$ cat src/rtl/pic_io_pkg.sv
// Shared constants and types for the PIC-style GPIO port.
package pic_io_pkg;

    // Register select encoding seen on reg_sel.
    localparam logic REG_PORT = 1'b0;
    localparam logic REG_TRIS = 1'b1;

    // A TRIS bit of 1 makes the pin an input. Replicate it to WIDTH for the reset value.
    localparam logic TRIS_IN = 1'b1;

    // 10 ms of stable input at 50 MHz.
    localparam int DEB_50MHZ_10MS = 500000;

    // One register access as presented by the core in a single cycle.
    typedef struct packed {
        logic sel;
        logic wr;
        logic rd;
    } reg_req_t;

    // Debounce counter width. It holds values up to DEBOUNCE_CYCLES and is never narrower than 1 bit.
    function automatic int deb_cnt_w(input int cycles);
        return (cycles < 1) ? 1 : $clog2(cycles + 1);
    endfunction

endpackage

$ cat src/rtl/pic_gpio_debounce.sv
// Single-pin input path: SYNC_STAGES-deep synchroniser followed by a
// stable-count debouncer. DEBOUNCE_CYCLES = 0 passes the synchronised value
// straight through.
module pic_gpio_debounce
    import pic_io_pkg::*;
#(
    parameter int SYNC_STAGES     = 2,
    parameter int DEBOUNCE_CYCLES = DEB_50MHZ_10MS
) (
    input  logic clk,
    input  logic rst_n,
    input  logic pin,
    output logic deb
);

    logic [SYNC_STAGES-1:0] sync_q;
    logic                   sync;

    // Shift the raw asynchronous pin through the synchroniser chain.
    always_ff @(posedge clk or negedge rst_n) begin
        if (!rst_n) sync_q <= '0;
        else        sync_q <= {sync_q[SYNC_STAGES-2:0], pin};
    end

    assign sync = sync_q[SYNC_STAGES-1];

    generate
        if (DEBOUNCE_CYCLES == 0) begin : g_bypass
            assign deb = sync;
        end else begin : g_count
            localparam int            CW       = deb_cnt_w(DEBOUNCE_CYCLES);
            localparam logic [CW-1:0] CNT_LAST = CW'(DEBOUNCE_CYCLES - 1);
            localparam logic [CW-1:0] CNT_MAX  = '1;

            logic [CW-1:0] cnt;
            logic          deb_q;

            // Count consecutive cycles where sync differs from deb. After enough of them, accept the new level.
            always_ff @(posedge clk or negedge rst_n) begin
                if (!rst_n) begin
                    cnt   <= '0;
                    deb_q <= 1'b0;
                end else if (sync == deb_q) begin
                    cnt <= '0;
                end else if (cnt >= CNT_LAST) begin
                    deb_q <= sync;
                    cnt   <= '0;
                end else if (cnt != CNT_MAX) begin
                    cnt <= cnt + 1'b1;
                end
            end

            assign deb = deb_q;
        end
    endgenerate

endmodule

$ cat src/rtl/pic_gpio_port.sv
// Parametrised PIC-style I/O port: PORT/TRIS registers, per-pin
// synchronise+debounce lanes, and a sticky masked interrupt-on-change flag.
module pic_gpio_port
    import pic_io_pkg::*;
#(
    parameter int               WIDTH           = 8,
    parameter int               SYNC_STAGES     = 2,
    parameter int               DEBOUNCE_CYCLES = DEB_50MHZ_10MS,
    parameter logic [WIDTH-1:0] IOC_MASK        = WIDTH'(8'hF0)
) (
    input  logic             clk,
    input  logic             rst_n,
    input  logic             reg_sel,
    input  logic             wr_en,
    input  logic             rd_en,
    input  logic [WIDTH-1:0] wdata,
    output logic [WIDTH-1:0] rdata,
    input  logic             ioc_enable,
    input  logic             ioc_clear,
    output logic             ioc_flag,
    input  logic [WIDTH-1:0] pin_in,
    output logic [WIDTH-1:0] pin_out,
    output logic [WIDTH-1:0] pin_oe
);

    localparam logic [WIDTH-1:0] TRIS_RESET = {WIDTH{TRIS_IN}};

    reg_req_t         req;
    logic [WIDTH-1:0] port_latch;
    logic [WIDTH-1:0] tris;
    logic [WIDTH-1:0] deb;
    logic [WIDTH-1:0] ioc_ref;
    logic [WIDTH-1:0] port_view;
    logic [WIDTH-1:0] mismatch;

    assign req = '{sel: reg_sel, wr: wr_en, rd: rd_en};

    // One synchroniser/debounce lane per pin.
    genvar g;
    generate
        for (g = 0; g < WIDTH; g++) begin : g_lane
            pic_gpio_debounce #(
                .SYNC_STAGES     (SYNC_STAGES),
                .DEBOUNCE_CYCLES (DEBOUNCE_CYCLES)
            ) u_lane (
                .clk   (clk),
                .rst_n (rst_n),
                .pin   (pin_in[g]),
                .deb   (deb[g])
            );
        end
    endgenerate

    // Input bits show the debounced pin. Output bits show the latch. Only masked input bits can raise IOC.
    assign port_view = (tris & deb) | (~tris & port_latch);
    assign mismatch  = (deb ^ ioc_ref) & IOC_MASK & tris;

    // Register writes. The latch still updates on input bits so the value is ready when TRIS turns the bit into an output.
    always_ff @(posedge clk or negedge rst_n) begin
        if (!rst_n) begin
            port_latch <= '0;
            tris       <= TRIS_RESET;
        end else if (req.wr) begin
            if (req.sel == REG_TRIS) tris       <= wdata;
            else                     port_latch <= wdata;
        end
    end

    // Registered reads return pre-write values. A PORT read also snapshots deb as the new IOC reference.
    always_ff @(posedge clk or negedge rst_n) begin
        if (!rst_n) begin
            rdata   <= '0;
            ioc_ref <= '0;
        end else if (req.rd) begin
            if (req.sel == REG_TRIS) begin
                rdata <= tris;
            end else begin
                rdata   <= port_view;
                ioc_ref <= deb;
            end
        end
    end

    // Sticky change flag. A new set in the same cycle as a clear wins so that no event is lost.
    always_ff @(posedge clk or negedge rst_n) begin
        if (!rst_n)                         ioc_flag <= 1'b0;
        else if (ioc_enable && |mismatch)   ioc_flag <= 1'b1;
        else if (ioc_clear)                 ioc_flag <= 1'b0;
    end

    assign pin_out = port_latch;
    assign pin_oe  = ~tris;

endmodule

$ cat config.mk
export PLATFORM = sky130hd
export DESIGN_NAME = pic_gpio_port
export DESIGN_NICKNAME = d
export VERILOG_FILES = /design/src/rtl/pic_io_pkg.sv /design/src/rtl/pic_gpio_debounce.sv /design/src/rtl/pic_gpio_port.sv
export SDC_FILE = /design/constraint.sdc
export NUM_CORES = 1
export LEC_CHECK = 0
export ABC_AREA = 1
export CELL_PAD_IN_SITES_DETAIL_PLACEMENT = 2
export CELL_PAD_IN_SITES_GLOBAL_PLACEMENT = 2
export CORE_ASPECT_RATIO = 1.1
export CORE_UTILIZATION = 32
export DETAILED_ROUTE_END_ITERATION = 8
export GPL_TIMING_DRIVEN = 0
export PLACE_DENSITY_LB_ADDON = 0.1
export SLEW_MARGIN = 25
export SYNTH_ARGS = -nofsm -noshare
export SYNTH_HDL_FRONTEND = slang
export SYNTH_SLANG_ARGS = --single-unit
$ cat constraint.sdc
create_clock -name clk -period 1.6 [get_ports clk]
set_input_delay 0.16 -clock clk [delete_from_list [all_inputs] [get_ports clk]]
set_output_delay 0.16 -clock clk [all_outputs]
set_load 0.01 [all_outputs]
=== After elaboration in Yosys (flattened, before gate mapping) ===
Cells that the tools add are included.
Widths: inputs -> output; s select.

* Register bits after elaboration: 209
* Bits of input ports: 23
* Output and inout bits: 25
* Logic and storage cells: 125

* Add/sub/neg operators: 8
* $lt $le $gt $ge: 8
* Equality and inequality tests: 16
* Mux-type cells: 27
* Bitwise gates (word level): 15
* Reduce and logical (&&, ||, !) cells: 22

{| class="wikitable"
|+ Operators by type and width
! operator !! number
|-
| $mux 19 || 24
|-
| $add 19x1->19 const B || 8
|-
| $ge 19x19->1 const B || 8
|-
| $ne 19x19->1 const B || 8
|-
| $and 8x8->8 || 3
|-
| $reduce_bool 3->1 || 8
|-
| $reduce_and 2->1 || 11
|-
| $not 1->1 || 9
|-
| $eq 1x1->1 || 8
|-
| $mux 8 || 1
|-
| $not 8->8 || 1
|-
| $or 8x8->8 || 1
|-
| $reduce_or 8->1 || 1
|-
| $xor 8x8->8 || 1
|-
| $mux 1 || 2
|-
| $reduce_bool 2->1 || 1
|-
| $logic_and 1x1->1 || 1
|}

=== Longest topological paths before layout ===
* Depth after elaboration: 5
* Mapped depth: 11
* Depth with buffers taken out: 11

=== Cells and area by module ===
A second synthesis with hierarchy kept.

* Cells, all modules: 1635
* Area, all modules: 12429.4 um2

{| class="wikitable"
|+ Modules (own cells, without submodules)
! module !! instances !! cells each !! area each (um2) !! sequential area each (um2)
|-
| pic_gpio_debounce (g_lane[0].u_lane ...) || 7 || 183 || 1360.1 || 550.5
|-
| pic_gpio_port || 1 || 158 || 1508.9 || 735.7
|-
| pic_gpio_debounce (g_lane[6].u_lane) || 1 || 196 || 1400.1 || 550.5
|}

=== Worst setup path after synthesis ===
Ideal clock, no wire load.

* Path type: register to register
* From: register g_lane[6].u_lane.g_count.cnt[0]
* To: register g_lane[6].u_lane.g_count.cnt[16]
* Setup time: 71 ps
* Data arrival time: 1456 ps
* Required time: 1529 ps
* Slack: 73 ps
* Stages on the path, launching flop included: 10
* Path buffers: 1
* Clock period less this slack: 1527 ps
* Path through: dfrtp_1 > ha_1 > nand2_1 > nor2_4 > nand3_1 > nor2_1 > nor2_2 > nand3_2 > buf_4 > nor2_1

* Cells in the longest elaborated chain, start to end: 4
* Elaborated cells between the ends (all ways): 7
* Those cells by class: 1 x add/sub; 1 x order compare; 1 x eq/ne; 3 x mux; 1 x reduce/logical

{| class="wikitable"
|+ Ends and longest elaborated chain
! element !! RTL line !! RTL
|-
| start, declared || pic_gpio_debounce.sv:35 || <nowiki>logic [CW-1:0] cnt;</nowiki>
|-
| start signal, assigned || pic_gpio_debounce.sv:49 || <nowiki>cnt <= cnt + 1'b1;</nowiki>
|-
| $add 19x1->19 || pic_gpio_debounce.sv:49 ||
|-
| $mux 19 || pic_gpio_debounce.sv:48 || <nowiki>end else if (cnt != CNT_MAX) begin</nowiki>
|-
| $mux 19 || pic_gpio_debounce.sv:45 || <nowiki>end else if (cnt >= CNT_LAST) begin</nowiki>
|-
| $mux 19 || pic_gpio_debounce.sv:43 || <nowiki>end else if (sync == deb_q) begin</nowiki>
|}

Several ways; a longest one is shown, not always the timed one. The select of a mux whose other input is x is not followed.
A chain may end at the register's enable or synchronous reset.

=== Final worst setup path ===
* From: register g_lane[0].u_lane.g_count.cnt[0]
* To: register g_lane[0].u_lane.g_count.cnt[0]

* Cells in the longest elaborated chain, start to end: 4
* Elaborated cells between the ends (all ways): 7
* Those cells by class: 1 x add/sub; 1 x order compare; 1 x eq/ne; 3 x mux; 1 x reduce/logical

{| class="wikitable"
|+ Ends and longest elaborated chain
! element !! RTL line
|-
| start, declared || pic_gpio_debounce.sv:35
|-
| start signal, assigned || pic_gpio_debounce.sv:49
|-
| $add 19x1->19 || pic_gpio_debounce.sv:49
|-
| $mux 19 || pic_gpio_debounce.sv:48
|-
| $mux 19 || pic_gpio_debounce.sv:45
|-
| $mux 19 || pic_gpio_debounce.sv:43
|}

Several ways; a longest one is shown, not always the timed one. The select of a mux whose other input is x is not followed.

==> flow_summary.toml <==
[clock_network]
clock-sinks = 205
cts_max_level = 1
cts_buffers = 26
path_clk_slew_ns = 0.06
cts_tree = "done"
cts_root_buffer = "clkbuf_16"
clk_latency_ns = 0.55
clk_path_buf_depth = 3

[min_path]
hold-path-cell-count = 1
hold_class = "in2reg"

[timing]
skew_ns = 0.0132
hold_violations = 0
max_freq_ghz = 0.572
grt_setup_unrepaired = "true"
worst_slack_ns = -0.150
period_needed_ns = 1.75
finalSetupViolCount = 47
worst_pin_slew_ns = 0.719
slew_headroom_pct = 52.1
hold_ws_ns = 0.0455
timing.final.crit_share_pct = 109
slew_violations = 0

[worst_setup_path]
cp_max_fo = 5
r2r-end = "g_lane[0].u_lane.g_count.cnt[0]"
setup.worst_path.class = "reg2reg"
ff2ff_path_depth = 10
crit_path_end = "g_lane[0].u_lane.g_count.cnt[0]"
crit-reg2reg-launch = "g_lane[0].u_lane.g_count.cnt[0]"
worstSetupEndpointType = "flip-flop"
startpoint_type = "flip-flop"
worstPathArrival_ns = 2.21
r2r_slack_ns = -0.15
critical_path.startpoint = "g_lane[0].u_lane.g_count.cnt[0]"
required_ns = 2.06

[die]
std_cell_rows = 74
coreArea_um2 = 37300
die_w_um = 188
die_h_um = 206
die-area_um2 = 38700
io_pins = 48
start_util_pct = 32.6

[placed_design]
placed_cells = 2317
gp_congestion = 0.846
io_buffer_count = 46
hpwl_mm = 29.5
dpl_cell_area_um2 = 13300

[route]
drt_iter0_drc = 473
via_count = 12592
routedWlPerCell_um = 19.3
wl_mm = 48.5
via_per_inst = 5.01
antenna_left = 0
drc = 0
firstDrtPassIters = 5

[cells_and_area]
final_cells = 2515
fillers = 4154
nets = 2032
fin_util_pct = 46.3
drive_gt1_share_pct = 33.2
antennaDiodeCount = 0
area_delta_synth_final_pct = 42.4
fin_area_um2 = 17300

[yosys]
netlist_instances = 1775
avgSynthCellArea_um2 = 6.84
syn-cell-area_um2 = 12100
ys_warn_count = 0
synth_nets = 1806
ys_ff_latch = 205
synth.distinct_cells = 35
yosysSeqAreaShare_pct = 42.3

[power_and_ir_drop]
power_mw = 12.5
ir_drop_mv = 0.646
p_leak_nw = 7.72
power_density_nw_per_um2 = 723

[outcome]
outcome = "complete, but fails checks"
violations = "setup timing"

[grt]
grt_max_degree = 79
grt_pass1_vias = 13489
antenna_found_initial = 0
grt_overflow = 0
track_usage_pct = 23.2
grt_first_pass_wirelength_mm = 72.1

[run]
cap_violations = 0
==> per-layer routing <==
layer	vias up	share of wire [%]	GRT usage (%)
li1	5984	-	-
met1	6366	43	28.9
met2	160	52	42.4
met3	82	2.1	2.19
met4	0	3.1	6.30
met5	-	0	0
==> logic make-up (layout without fill, tap and decap cells) <==
group | Yosys count | after routing | synth area share [%]
and+or+nand+nor | 1138 | 1139 | 39.2
buffers and inverters | 241 | 486 | 8.06
xor gates and xnor gates | 44 | 44 | 3.17
adders and majority gates | 8 | 8 | 0.824
AOI/OAI and AO/OA | 139 | 139 | 6.45
DFF | 205 | 205 | 42.3
==> worst max-delay path, cell delays in order (launching register included) <==
cell and delay (ns):
dfrtp_2 0.42, ha_4 0.17, nand2_4 0.06, nor2_4 0.16, buf_6 0.14, nand2_4 0.06
nor2_4 0.11, nand2_4 0.10, buf_8 0.18, xnor2_4 0.12, nor2_1 0.13
==> worst min path at each step <==
stage / from / end / slack (ns)
after floorplan: rst_n / g_lane[0].u_lane.deb / -0.14
after global placement: g_lane[4].u_lane.sync_q[0] / g_lane[4].u_lane.sync_q[1] / 0.33
after detailed placement: rst_n / g_lane[4].u_lane.g_count.cnt[7] / 0.23
after CTS: pin_in[1] / g_lane[1].u_lane.sync_q[0] / 0.03
after global routing: pin_in[1] / g_lane[1].u_lane.sync_q[0] / 0.03
final: pin_in[1] / g_lane[1].u_lane.sync_q[0] / 0.05
==> cell usage in the layout, fill, tap and decap left out, types with 7 or more instances in the layout <==
cell,Yosys,layout
dlygate4sd2_1,0,17
buf_12,0,8
xor2_1,37,32
dfrtp_2,0,55
nand3_1,132,90
a21oi_1,31,24
o21ai_2,0,7
o211ai_1,7,7
clkinv_2,0,11
a31oi_1,15,14
or2_2,9,9
inv_1,212,182
nand4_1,13,13
ha_4,0,8
nand3_4,1,15
nor2_2,15,76
nand2_4,1,33
inv_2,4,27
nor2_1,392,262
o21bai_1,10,7
o21ai_1,6,14
clkbuf_16,0,28
nand2_1,524,442
a21oi_2,0,7
clkdlybuf4s50_1,0,20
clkbuf_1,7,10
buf_4,6,107
nor2_4,8,77
dfstp_2,8,8
nand3_2,8,37
buf_6,6,38
nand3b_1,15,15
o21ai_0,62,47
nand2_2,12,62
dfrtp_1,197,142
==> layout make-up <==
class | count | area [um2] | share of cell area [%]
Sequential cell | 205 | 5210 | 30.1
Multi-Input combinational cell | 1330 | 7680 | 44.4
Clock inverter | 15 | 108 | 0.622
Timing Repair Buffer | 198 | 1900 | 11.0
Buffer | 24 | 239 | 1.38
Inverter | 216 | 830 | 4.80
Tap cell | 494 | 618 | 3.57
Clock buffer | 33 | 718 | 4.15
==> report_power, final <==
| group | internal [mW] | switching [mW] |
|---|---|---|
| logic | 0.505 | 0.646 |
| registers | 5.36 | 0.186 |
| clock network | 3.33 | 2.48 |
| total | 9.19 | 3.31 |
==> flip-flops by register name, indices dropped and copies added (netlist names) <==
register	cells
g_lane.u_lane.g_count.cnt	152
g_lane.u_lane.sync_q	16
g_lane.u_lane.deb	8
pin_out	8
rdata	8
tris	8
ioc_ref	4
ioc_flag	1
==> repair_timing <==
action                                  CTS  global route
resized for setup                       243           390
cloned                                   11             1
endpoints found under the setup margin  174           159
pin swaps                                46           116
hold buffers                              1             0
buffers inserted                         79            62
hold endpoints to repair                 76             0
==> synthesized netlist by cell type <==
library cell | number | area share [%]
a21oi_1 | 31 | 1.3
a31o_2 | 6 | 0.43
a31oi_1 | 15 | 0.77
buf_2 | 4 | 0.16
buf_4 | 6 | 0.37
buf_6 | 6 | 0.56
clkbuf_1 | 7 | 0.22
clkbuf_2 | 2 | 0.082
dfrtp_1 | 197 | 41
dfstp_2 | 8 | 1.7
ha_1 | 8 | 0.82
inv_1 | 212 | 6.6
inv_2 | 4 | 0.12
nand2_1 | 524 | 16
nand2_2 | 12 | 0.62
nand2_4 | 1 | 0.093
nand3_1 | 132 | 5.4
nand3_2 | 8 | 0.66
nand3_4 | 1 | 0.14
nand3b_1 | 15 | 0.93
nand4_1 | 13 | 0.67
nor2_1 | 392 | 12
nor2_2 | 15 | 0.77
nor2_4 | 8 | 0.74
nor3_1 | 7 | 0.29
nor3b_1 | 1 | 0.062
o211ai_1 | 7 | 0.43
o21ai_0 | 62 | 2.6
o21ai_1 | 6 | 0.25
o21bai_1 | 10 | 0.62
o22ai_1 | 1 | 0.052
o31ai_1 | 1 | 0.062
or2_2 | 9 | 0.46
xnor2_1 | 7 | 0.50
xor2_1 | 37 | 2.7
==> metrics by stage <==
step | setup WS, ns | TNS (ns)
finish | -0.150 | -3.11
floorplan | 0.0730 | 0
CTS | -0.0729 | -0.995
global placement | -9.25 | -1891.91
detailed placement | -0.349 | -32.03
global route | -0.231 | -10.42
Power figures use the tool's default switching activity.
